### config.mk
export PLATFORM = sky130hd
export DESIGN_NAME = venus_dma_csr_regs
export DESIGN_NICKNAME = d
export VERILOG_FILES = /design/src/rtl/venus_dma_csr_regs_pkg.sv /design/src/rtl/venus_dma_csr_regs.sv
export SDC_FILE = /design/constraint.sdc
export NUM_CORES = 1
export LEC_CHECK = 0
export CORE_AREA = 2 2 276 278
export CTS_CLUSTER_DIAMETER = 200
export DETAILED_ROUTE_END_ITERATION = 6
export DIE_AREA = 0 0 278 280
export GPL_TIMING_DRIVEN = 1
export PLACE_DENSITY_LB_ADDON = 0.12
export SETUP_SLACK_MARGIN = 0.1
export SLEW_MARGIN = 20
export SYNTH_ARGS = -nofsm -noshare
export SYNTH_HDL_FRONTEND = slang
export SYNTH_SLANG_ARGS = --single-unit
### constraint.sdc
create_clock -name clk -period 3.4 [get_ports clk]
set_input_delay 1.02 -clock clk [delete_from_list [all_inputs] [get_ports clk]]
set_output_delay 1.02 -clock clk [all_outputs]
set_load 0.02 [all_outputs]
### src/rtl/venus_dma_csr_regs_pkg.sv
// Shared VENUS DMA types, register offsets and CSR bank definitions.
// Optional feature macro used by the CSR bank: VENUSDMA_CSR_ALIGN_CHK_EN.

`ifndef VENUSDMA_CTRLREG_OFFSET
`define VENUSDMA_CTRLREG_OFFSET 32'h1FFE_0000
`endif
`ifndef VENUSDMA_CFG_OFFSET
`define VENUSDMA_CFG_OFFSET     6'h00
`endif
`ifndef VENUSDMA_SRC_OFFSET
`define VENUSDMA_SRC_OFFSET     6'h08
`endif
`ifndef VENUSDMA_DST_OFFSET
`define VENUSDMA_DST_OFFSET     6'h10
`endif
`ifndef VENUSDMA_LEN_OFFSET
`define VENUSDMA_LEN_OFFSET     6'h18
`endif
`ifndef VENUSDMA_STAT_OFFSET
`define VENUSDMA_STAT_OFFSET    6'h20
`endif
`ifndef VENUSDMA_ERRADDR_OFFSET
`define VENUSDMA_ERRADDR_OFFSET 6'h28
`endif
`ifndef VENUSDMA_ERRSRC_OFFSET
`define VENUSDMA_ERRSRC_OFFSET  6'h30
`endif

package venus_dma_csr_regs_pkg;

  typedef struct packed {
    logic        csr_wr_en;
    logic [31:0] csr_waddr;
    logic [31:0] csr_wdata;
    logic        csr_rd_en;
  } csr_req_t;

  typedef struct packed {
    logic [511:0] csr_rdata;
  } csr_resp_t;

  typedef struct packed {
    logic [31:0] src_addr;
    logic [31:0] num_bytes;
    logic [31:0] dst_addr;
  } s_dma_desc_t;

  typedef enum logic [1:0] {
    DMA_NO_ERR        = 2'd0,
    DMA_AXI_WR_ERR    = 2'd1,
    DMA_UNALIGNED_ERR = 2'd2,
    DMA_AXI_RD_ERR    = 2'd3
  } dma_err_src_t;

  typedef struct packed {
    logic [31:0]  addr;
    dma_err_src_t src;
    logic         valid;
  } s_dma_error_t;

  typedef struct packed {
    logic active;
    logic done;
    logic error;
  } s_dma_status_t;

  typedef enum logic [1:0] {
    DMA_CSR_IDLE = 2'd0,
    DMA_CSR_RUN  = 2'd1,
    DMA_CSR_DONE = 2'd2,
    DMA_CSR_ERR  = 2'd3
  } dma_csr_st_t;

  localparam int unsigned DMA_CFG_GO_BIT    = 0;
  localparam int unsigned DMA_CFG_CLR_BIT   = 1;
  localparam int unsigned DMA_CFG_IRQEN_BIT = 2;

  // Least significant readback bit of the register at byte offset off.
  function automatic int unsigned lane_lsb(input logic [5:0] off);
    return 8 * int'(off);
  endfunction

endpackage

### src/rtl/venus_dma_csr_regs.sv
// VENUS DMA CSR register bank: write decode, transfer-control FSM and
// full-window registered readback. Optional build macro:
// VENUSDMA_CSR_ALIGN_CHK_EN (reject unaligned SRC/DST at GO time).

module venus_dma_csr_regs
  import venus_dma_csr_regs_pkg::*;
#(
  parameter logic [31:0] BASE_ADDR = `VENUSDMA_CTRLREG_OFFSET
) (
  input  logic          clk,
  input  logic          rst,
  input  csr_req_t      csr_req_i,
  output csr_resp_t     csr_resp_o,
  output s_dma_desc_t   dma_desc_o,
  output logic          dma_go_o,
  input  logic          dma_done_i,
  input  s_dma_error_t  dma_error_i,
  output s_dma_status_t dma_status_o,
  output logic          irq_o
);

  dma_csr_st_t  state_q;
  logic         go_q;
  logic         irq_en_q;
  logic [31:0]  src_q, dst_q, len_q;
  logic [31:0]  erraddr_q, errsrc_q;
  logic [511:0] rdata_q;
  logic [511:0] rdata_d;

  logic        wr_hit, cfg_wr, go_cmd, clr_cmd;
  logic [5:0]  wr_off;
  logic [31:0] wdata;
  logic        align_bad;
  logic [31:0] align_addr;

  assign wr_hit = csr_req_i.csr_wr_en && (csr_req_i.csr_waddr[31:6] == BASE_ADDR[31:6]);
  assign wr_off = csr_req_i.csr_waddr[5:0];
  assign wdata  = csr_req_i.csr_wdata;
  assign cfg_wr = wr_hit && (wr_off == `VENUSDMA_CFG_OFFSET);
  // GO wins over CLR when both are written in the same word.
  assign go_cmd  = cfg_wr && wdata[DMA_CFG_GO_BIT];
  assign clr_cmd = cfg_wr && wdata[DMA_CFG_CLR_BIT] && !wdata[DMA_CFG_GO_BIT];

`ifdef VENUSDMA_CSR_ALIGN_CHK_EN
  assign align_bad  = (src_q[1:0] != 2'b00) || (dst_q[1:0] != 2'b00);
  assign align_addr = (src_q[1:0] != 2'b00) ? src_q : dst_q;
`else
  assign align_bad  = 1'b0;
  assign align_addr = src_q;
`endif

  // Config and descriptor registers; the descriptor is frozen during RUN.
  always_ff @(posedge clk) begin
    if (rst) begin
      irq_en_q <= 1'b0;
      src_q    <= '0;
      dst_q    <= '0;
      len_q    <= '0;
    end else begin
      if (cfg_wr) irq_en_q <= wdata[DMA_CFG_IRQEN_BIT];
      if (wr_hit && state_q != DMA_CSR_RUN) begin
        unique case (wr_off)
          `VENUSDMA_SRC_OFFSET: src_q <= wdata;
          `VENUSDMA_DST_OFFSET: dst_q <= wdata;
          `VENUSDMA_LEN_OFFSET: len_q <= wdata;
          default: ;
        endcase
      end
    end
  end

  // Transfer FSM with registered launch pulse and error capture.
  always_ff @(posedge clk) begin
    if (rst) begin
      state_q   <= DMA_CSR_IDLE;
      go_q      <= 1'b0;
      erraddr_q <= '0;
      errsrc_q  <= '0;
    end else begin
      go_q <= 1'b0;
      unique case (state_q)
        DMA_CSR_RUN: begin
          if (dma_error_i.valid) begin
            state_q   <= DMA_CSR_ERR;
            erraddr_q <= dma_error_i.addr;
            errsrc_q  <= {30'd0, dma_error_i.src};
          end else if (dma_done_i) begin
            state_q <= DMA_CSR_DONE;
          end
        end
        default: begin
          if (go_cmd) begin
            if (len_q == 32'd0) begin
              state_q <= DMA_CSR_DONE;
            end else if (align_bad) begin
              state_q   <= DMA_CSR_ERR;
              erraddr_q <= align_addr;
              errsrc_q  <= {30'd0, DMA_UNALIGNED_ERR};
            end else begin
              state_q   <= DMA_CSR_RUN;
              go_q      <= 1'b1;
              erraddr_q <= '0;
              errsrc_q  <= '0;
            end
          end else if (clr_cmd) begin
            state_q   <= DMA_CSR_IDLE;
            erraddr_q <= '0;
            errsrc_q  <= '0;
          end
        end
      endcase
    end
  end

  // Snapshot of the whole 64-byte window as it stands before this edge.
  always_comb begin
    rdata_d = '0;
    rdata_d[lane_lsb(`VENUSDMA_CFG_OFFSET)     +: 32] = {29'd0, irq_en_q, 2'b00};
    rdata_d[lane_lsb(`VENUSDMA_SRC_OFFSET)     +: 32] = src_q;
    rdata_d[lane_lsb(`VENUSDMA_DST_OFFSET)     +: 32] = dst_q;
    rdata_d[lane_lsb(`VENUSDMA_LEN_OFFSET)     +: 32] = len_q;
    rdata_d[lane_lsb(`VENUSDMA_STAT_OFFSET)    +: 32] = {29'd0, state_q == DMA_CSR_ERR,
                                                         state_q == DMA_CSR_DONE,
                                                         state_q == DMA_CSR_RUN};
    rdata_d[lane_lsb(`VENUSDMA_ERRADDR_OFFSET) +: 32] = erraddr_q;
    rdata_d[lane_lsb(`VENUSDMA_ERRSRC_OFFSET)  +: 32] = errsrc_q;
  end

  // Readback register; holds until the next read.
  always_ff @(posedge clk) begin
    if (rst) rdata_q <= '0;
    else if (csr_req_i.csr_rd_en) rdata_q <= rdata_d;
  end

  assign csr_resp_o.csr_rdata = rdata_q;
  assign dma_desc_o.src_addr  = src_q;
  assign dma_desc_o.num_bytes = len_q;
  assign dma_desc_o.dst_addr  = dst_q;
  assign dma_go_o             = go_q;
  assign dma_status_o.active  = (state_q == DMA_CSR_RUN);
  assign dma_status_o.done    = (state_q == DMA_CSR_DONE);
  assign dma_status_o.error   = (state_q == DMA_CSR_ERR);
  assign irq_o = irq_en_q && (dma_status_o.done || dma_status_o.error);

endmodule

* Yosys cells after proc, flatten, opt, wreduce, memory -nomap -nowiden *
Index checks and enable logic that the tools add are counted.

cells by class
  equality and inequality tests = 11
  bitwise gates (word level) = 1
  mux-type cells = 14
  reduce and logical (&&, ||, !) cells = 18

operators by type and width
  cell                    count
  $mux W32                7
  $logic_not A32 Y1       1
  $eq A26 B23 Y1 const B  1
  $eq A6 B5 Y1 const B    2
  $mux W2                 6
  $reduce_and A2 Y1       4
  $logic_and A1 B1 Y1     7
  $eq A6 B4 Y1 const B    1
  $logic_not A6 Y1        1
  $ne A3 B3 Y1 const B    2
  $eq A2 B2 Y1 const B    2
  $reduce_and A3 Y1       1
  $reduce_bool A3 Y1      1
  $reduce_or A3 Y1        1
  $eq A2 B1 Y1 const B    1
  $ne A2 B1 Y1 const B    1
  $ne A2 B2 Y1 const B    1
  $logic_not A1 Y1        1
  $logic_or A1 B1 Y1      1
  $mux W1                 1
  $not A1 Y1              1

word-level totals
  output and inout bits = 613
  bits of input ports = 104
  logic and storage cells = 53
  register bits = 328

* Longest topological paths before layout *
  word-level depth = 8
  gate-level depth with buffers = 8
  depth with buffers taken out = 6

* Worst setup path after synthesis *
Ideal clock, no wire load.

  path type = input port to flip-flop
  start point = in csr_req_i[63] (netlist name)
  end point = reg dst_q[22]
  cell stages on the path = 6
  path buffers = 1
  data arrival time = 2.995 ns
  required time = 3.272 ns
  setup slack = 0.277 ns
  library setup time = 0.128 ns
  cells stage by stage = or4b_1 > or4_4 > nor4b_4 > buf_6 > mux2i_1 > nor2_1

between the ends
  cells in the longest elaborated chain, start to end = 4

ends and longest elaborated chain
  what                                line                      text
  start: declaration                  venus_dma_csr_regs.sv:12  input csr_req_t csr_req_i,
  $eq A26 B23 Y1                      venus_dma_csr_regs.sv:36  assign wr_hit = csr_req_i.csr_wr_en && (csr_req_i.csr_waddr[31:6] == BASE_ADDR[31:6]);
  $logic_and A1 B1 Y1                 venus_dma_csr_regs.sv:36
  $logic_and A1 B1 Y1                 venus_dma_csr_regs.sv:61  if (wr_hit && state_q != DMA_CSR_RUN) begin
  $reduce_and A2 Y1 (no source line)  n/a
  end signal: assignment              venus_dma_csr_regs.sv:64  `VENUSDMA_DST_OFFSET: dst_q <= wdata;
  end: declaration                    venus_dma_csr_regs.sv:25  logic [31:0] src_q, dst_q, len_q;

Every way passes these cells.
A chain may end at the register's enable or synchronous reset.

==> flow_summary_export.csv <==
group,metric,value,unit
status,status,"finished clean",
clocking,clock_insertion_delay_worst_skew,0.56,ns
floorplanning,die_area,77840,sq um
routing,drc,0,
place,number_of_input_and_output_port_buffers_inserted,338,
timing,fin_crit_sh,91.43,%
routing,route.final.wire_length,42.71,mm
worst_hold_path,whs_endpoint,"align_addr[2]",
global_route,grt_usage,10.34,%
timing,report.final.slew_viol_count,0,
timing,post-route-min-period,3.108,ns
layout,layout-drive-gt1-share,5.729,%
timing,worst-slew-pin-transition,0.6780,ns
synth,syn_area,12690,sq um
clocking,cts_max_path_buffers,3,
place,placedInstanceArea,15990,sq um
setup_path,timing_worst_setup_path_type,"flop to output port",
timing,final-setup-viol-count,0,
timing,worst_hold_slack,0.4726,ns
routing,wl_met1,16.78,mm
power,cellPowerDensity,444.7,nW/um^2
setup_path,critPathSlowestCell,"clkdlybuf4s50_1",
timing,endpoints_failing_hold,0,
synth,synthDistinctLibCells,37,
floorplanning,floorplan.die.height,280,microns
power,power.leakage,7.277,nW
setup_path,timing.reg2reg.setup_slack,1.14,ns
floorplanning,dieWidth,278,microns
floorplanning,core_area,75190,sq um
clocking,cts_tree,"built",
setup_path,timing.rr.end,"erraddr_q[15]",
setup_path,timing.critical_path.fanout_max,7,
place,finalWeightedCongestion,0.7153,
global_route,pin_count_of_the_biggest_net_entering_global_routing,138,
setup_path,cpLargestDelayFamily,"buffers and inverters",
global_route,grt_pass1_vias,8693,
global_route,globalRoute.totalOverflow,0,
global_route,initial_antenna_violation_count,6,
layout,final_core_utilization,22.88,%
clocking,cts-buffers-inserted,37,
routing,dr_total_vias,9130,
layout,seq_area,5365,sq um
global_route,global_route_wire_length_before_repair,60.17,mm
setup_path,required,2.38,ns
clocking,ctsHtreeMaxLevel,2,
setup_path,cp_num_buf_inv,1,
setup_path,cp_cell_sequence,"nor2b_1 -> clkdlybuf4s50_1",
power,comb_power_share,9.2,%
routing,detail_route.first_pass.iterations,4,
place,dpl.hpwl,30.69,mm
setup_path,startpoint,"state_q[1]",
synth,synth_cells,1366,
timing,clock_skew,0.02850,ns
clocking,cts.reportedPaths.clkPinSlew,0.05,ns
timing,setup_ws,0.2915,ns
setup_path,startpoint_type,"flop",
routing,antenna_violating_nets_post_route,0,
setup_path,timing.critical_path.to_type,"output port",
timing,timing.max_slew.rel_slack,54.80,%
worst_hold_path,holdCritPathClass,"flop to flop",
synth,ys_seq_elements,268,
setup_path,timing.reg2reg.worst_path_depth,6,
timing,rsz_0062_raised_after_global_routing,"false",
setup_path,timing.critical_path.arrival,2.09,ns
layout,multi_input_comb_area,5489,sq um
routing,vias_per_cell,3.371,
power,switching_share,27.59,%
layout,design.final.nets,1804,
floorplanning,core.rowCount,101,
routing,routed-wl-met3,4.887,mm
power,clock_power_share,49.7,%
power,total_switching_power,2.110,mW
floorplanning,initial_utilization,16.87,%
worst_hold_path,hold_path.startpoint,"align_addr[2]",
power,power.internal,5.540,mW
synth,average_instance_area_after_synthesis,9.289,sq um
timing,fmaxAchievable,321.7,MHz
layout,fin_area,17200,sq um
layout,syn2layout_area_growth,35.58,%
routing,routed.top_layer,"met5",
synth,ys.warnings.count,0,
clocking,cts.sinks,268,
synth,synth.yosys.seq_area_share,42.28,%
setup_path,r2r_start,"len_q[10]",
power,post-layout-total-power,7.650,mW
clocking,cts-root-buf,"clkbuf_16",
place,preCtsSetupSlack,-0.2300,ns
clocking,cts_hold_buffers,0,
routing,route.detailed.wl_per_inst,15.77,microns
run,max_cap_viol_count,0,
worst_hold_path,min_path_cells,2,
power,sequential_fraction_of_design_power,41.1,%
power,worst_ir_drop_on_vdd,0.2991,mV
routing,met2_length,20.16,mm
layout,fillCellCount,8154,
setup_path,critical_path.max_stage_delay,0.70,ns
floorplanning,design.portCount,717,
routing,first_iter_violations,353,
## per-layer routing
layer	GRT usage, %	up-vias
li1	-	4416
met1	11.62	4269
met2	16.97	383
met3	5.538	54
met4	2.827	8
met5	0	-
## tightest hold or removal path, cell delays in order (launching register included)
cell     delay, ns
dfxtp_1       0.32
nand2_1       0.06
a21oi_1       0.05
## placed cells by master, fill, tap and decap left out, drive strengths merged
cell type      count
o32ai             34
and4               1
and3               1
and2               2
clkdlybuf4s50    335
inv               37
nor4b              3
diode              2
and4b              1
dlymetal6s2s       1
mux2i            199
a21oi             32
clkbuf            56
nand4b             1
nor3b              2
o21a               2
nor3               3
a31oi              1
nand4              6
a311oi             2
clkinvlp           3
nand2b             1
nor2b              1
dfxtp            268
nand3              2
nand2             67
or4b               2
nand3b            34
clkinv             8
nor4              10
a31o               1
buf               31
conb             378
nor2             202
or4                1
## power by group through the flow
stage               Combinational [mW]  Sequential, mW  Clock, mW
floorplan                        0.829            3.21          0
global placement                 0.701            3.21          0
detailed placement               0.700            3.21          0
CTS                              0.701            3.14       4.02
global route                     0.754            3.14       4.14
finish                           0.704            3.14       3.80
## cell usage after synthesis
cell	instances	area share, %
o32ai_1	34	2.3
nor4_1	9	0.44
nor3b_1	2	0.12
and4_1	1	0.069
or4b_1	1	0.079
conb_1	1	0.030
nand4_1	6	0.30
inv_1	36	1.1
nor2b_1	1	0.049
buf_1	15	0.44
nor2_1	202	6.0
or4_4	1	0.089
nor4b_1	2	0.14
buf_6	3	0.27
nand3_1	2	0.079
o21a_1	2	0.12
dfxtp_1	268	42
a311oi_2	1	0.12
nand4b_1	1	0.069
and4b_1	1	0.079
a31o_2	1	0.069
nand2b_1	1	0.049
nand2_1	67	2.0
nor4_2	1	0.099
buf_4	378	22
nand3b_1	34	2.0
nor4b_4	1	0.19
clkbuf_1	51	1.5
nor3_1	3	0.12
a21oi_1	32	1.3
a31oi_1	1	0.049
and3_1	1	0.049
mux2i_1	199	16
a311oi_1	1	0.069
buf_2	3	0.12
or4b_4	1	0.11
and2_1	2	0.099
## cell families (layout without fill, tap and decap cells)
| group | count (synthesis) | in the layout | synth area share [%] |
|---|---|---|---|
| AOI/OAI and AO/OA | 72 | 72 | 4.033 |
| buffers and inverters | 486 | 471 | 25.77 |
| DFF | 268 | 268 | 42.28 |
| muxes | 199 | 199 | 15.70 |
| other | 1 | 380 | 0.02955 |
| and+or+nand+nor | 340 | 340 | 12.19 |
## repair_timing
item	4_1_cts	5_1_grt
endpoints found under the hold margin	0	0
setup endpoints to repair	0	1
buffers inserted	0	0
resized for setup	0	1
## area by class of cell
type	instances	share of cell area (%)
sequential	268	31.19
inverter	36	0.7855
timing repair buffer	368	21.99
tap	978	7.113
antenna	2	0.02909
clock inverter	12	0.6910
clock buffer	55	6.299
multi-input combinational	989	31.91
## state kept, by name, indices dropped and copies added (netlist names)
signal      flops
erraddr_q      32
len_q          32
align_addr     32
dst_q          32
state_q         2
csr_resp_o    134
irq_en_q        1
errsrc_q        2
dma_go_o        1
## through the flow
stage          setup TNS, ns  cells
4_1_cts                    0   2706
2_1_floorplan              0   1743
3_3_place_gp          -13.39   2639
6_report                   0   2708
3_5_place_dp          -14.71   2639
5_1_grt                    0   2707
## how the worst max path moves through the flow
stage,cells past startpoint,to
3_5_place_dp,8,dst_q[21]
4_1_cts,2,dma_status_o[1]
6_report,2,dma_status_o[1]
5_1_grt,2,dma_status_o[1]
2_1_floorplan,6,dst_q[22]
3_3_place_gp,8,dst_q[11]
Power figures use the tool's default switching activity.
==> RTL edit, RTL diff (config.mk and constraints unchanged) <==
Put one more register stage on the output `csr_resp_o`, without a reset. The value now appears one clock later. The other outputs are not delayed to match.
--- a/src/rtl/venus_dma_csr_regs.sv
+++ b/src/rtl/venus_dma_csr_regs.sv
@@ -18,6 +18,8 @@
   output s_dma_status_t dma_status_o,
   output logic          irq_o
 );
+
+  csr_resp_t csr_resp_d;
 
   dma_csr_st_t  state_q;
   logic         go_q;
@@ -132,7 +134,7 @@
     else if (csr_req_i.csr_rd_en) rdata_q <= rdata_d;
   end
 
-  assign csr_resp_o.csr_rdata = rdata_q;
+  assign csr_resp_d.csr_rdata = rdata_q;
   assign dma_desc_o.src_addr  = src_q;
   assign dma_desc_o.num_bytes = len_q;
   assign dma_desc_o.dst_addr  = dst_q;
@@ -142,5 +144,9 @@
   assign dma_status_o.error   = (state_q == DMA_CSR_ERR);
   assign irq_o = irq_en_q && (dma_status_o.done || dma_status_o.error);
 
+  always_ff @(posedge clk) begin
+    csr_resp_o <= csr_resp_d;
+  end
+
 endmodule
 
Check against the original RTL: not equivalent (a bounded check fails within 4 cycles, from zero or initial values and one cycle with rst high).
==> RTL edit against the unedited design <==
Total power up 36%. Area after synthesis up 21%. Sequential cell count up 134. Final cell count up 5.4%. Final area up 17%. Routed wire length up 8.0%. Die area unchanged. First-iteration DRC count down 17%. Sequential share of layout area up 8.7 points. Setup slack worse by 0.084 ns.
==> RTL edit: results (changes against the unedited design) <==
Global route
  • Vias in the first global route: 9617 (+11%)
  • Total GRT Usage: 0.112 (+0.00866)
  • First-pass GRT wire length: 65.4 mm (+8.7%)
  • Largest net degree at the start of global routing: 86 (-38%)
  • Initial antenna violation count: 3 (-3)

Routing
  • Detailed Route WL: 46.1 mm (+8.0%)
  • Drt pass-1 iters: 5 (+1)
  • Vias per cell: 3.53 (+4.6%)
  • 1st-iter DRT viols: 293 (-17%)

Yosys
  • Register area share after synthesis: 0.524 (+0.101)
  • Synth top cells by count: dfxtp_1, buf_4, nor2_1
  • Top cells by area, synth: dfxtp_1, buf_4, mux2i_1
  • Post-synth ARST share: 0 (unchanged)
  • Syn avg cell area: 10.2 sq um (+10%)

Finish
  • Register area: 0.00805 sq mm (+50%)
  • Clock buffers: 75 (+36%)
  • Seq_cells: 402 (+50%)
  • Design area: 0.0202 sq mm (+17%)
  • Repair and plain buffers: 367 (-0.27%)
  • Ant diodes: 1 (-1)
  • Fraction of layout cells with a size suffix above 1: 0.0560 (-0.00129)
  • Fraction of area in multi-input gates: 0.272 (-0.0467)
  • Non-Filler Instances: 2854 (+5.4%)
  • Nets: 1949 (+8.0%)
  • Inverter count: 36 (unchanged)
  • Fraction of area in clock buffers and inverters: 0.0748 (+0.00492)
  • Fill cells: 7916 (-2.9%)
  • Multi-In Gates: 989 (unchanged)
  • Non-clk buf share: 0.186 (-0.0339)

Place
  • Dpl ws: -0.385 ns (-0.155 ns)
  • DP Wirelength: 32.3 mm (+5.2%)
  • GP Congestion: 0.685 (-4.2%)
  • Port bufs: 338 (unchanged)
  • DP Cell Count: 2772 (+5.0%)
  • Post-Place Cell Area: 0.0186 sq mm (+17%)

Critical path
  • CP max stage delay: 0.59 ns (-0.11 ns)
  • CP max-delay cell: or4_4
  • Critical Path End Type: flop
  • Worst R2R Setup Slack: 1.05 ns (-0.09 ns)
  • CP top delay family: simple AND/OR/NAND/NOR gates
  • Worst Path Arrival: 3.62 ns (+1.53 ns)
  • Max FO, Critical Path: 12 (+5)

STA
  • Worst-margin pin slew: 0.636 ns (-0.0423 ns)
  • WHS: 0.340 ns (-0.132 ns)
  • Highest clock rate: 0.313 GHz (-2.6%)
  • Clock skew: 0.0157 ns (-0.0128 ns)

Power
  • LEAKAGE: 8.47 nW (+16%)
  • Reg power frac: 0.453 (+0.042)
  • Sw frac: 0.245 (-0.0309)
  • Maximum VDD drop: 0.000369 V (+24%)
  • Pwr dens: 516 mW/mm^2 (+16%)
  • P_clk: 4.98 mW (+31%)

Run status
  • Status: finished clean

Clock tree
  • TritonCTS Buffers: 49 (+32%)
  • Worst-Skew Late Latency: 0.58 ns (+0.02 ns)
  • Clk buf depth: 3 (unchanged)
  • H-tree depth: 2 (unchanged)

Hold path
  • Hold Path Class: reg2reg
-- RTL edit: cells by family (layout without fill, tap and decap cells) --
group / count (synthesis) / count (layout) / synth area share
compound gates: 72 / 72 / 0.0333
mux: 199 / 199 / 0.130
buf+inv: 486 / 484 / 0.213
flops: 402 / 402 / 0.524
simple gates: 340 / 340 / 0.101
other cells: 1 / 379 / 0.000244
-- RTL edit: path summary, 6_finish.rpt --
| check | startpoint | end | cells past startpoint |
|---|---|---|---|
| hold reg to reg | csr_resp_d[194] | csr_resp_o[194] | 0 |
| hold / removal | csr_resp_d[194] | csr_resp_o[194] | 0 |
| setup reg to reg | len_q[26] | erraddr_q[16] | 6 |
| setup / recovery | csr_req_i[63] | dst_q[10] | 7 |
-- RTL edit: metal layers --
metal,part of all wire,GRT usage,up-vias
li1,-,-,4855
met1,0.42,0.135,4747
met2,0.48,0.190,400
met3,0.077,0.0368,59
met4,0.019,0.0313,2
met5,0.00015,0,-
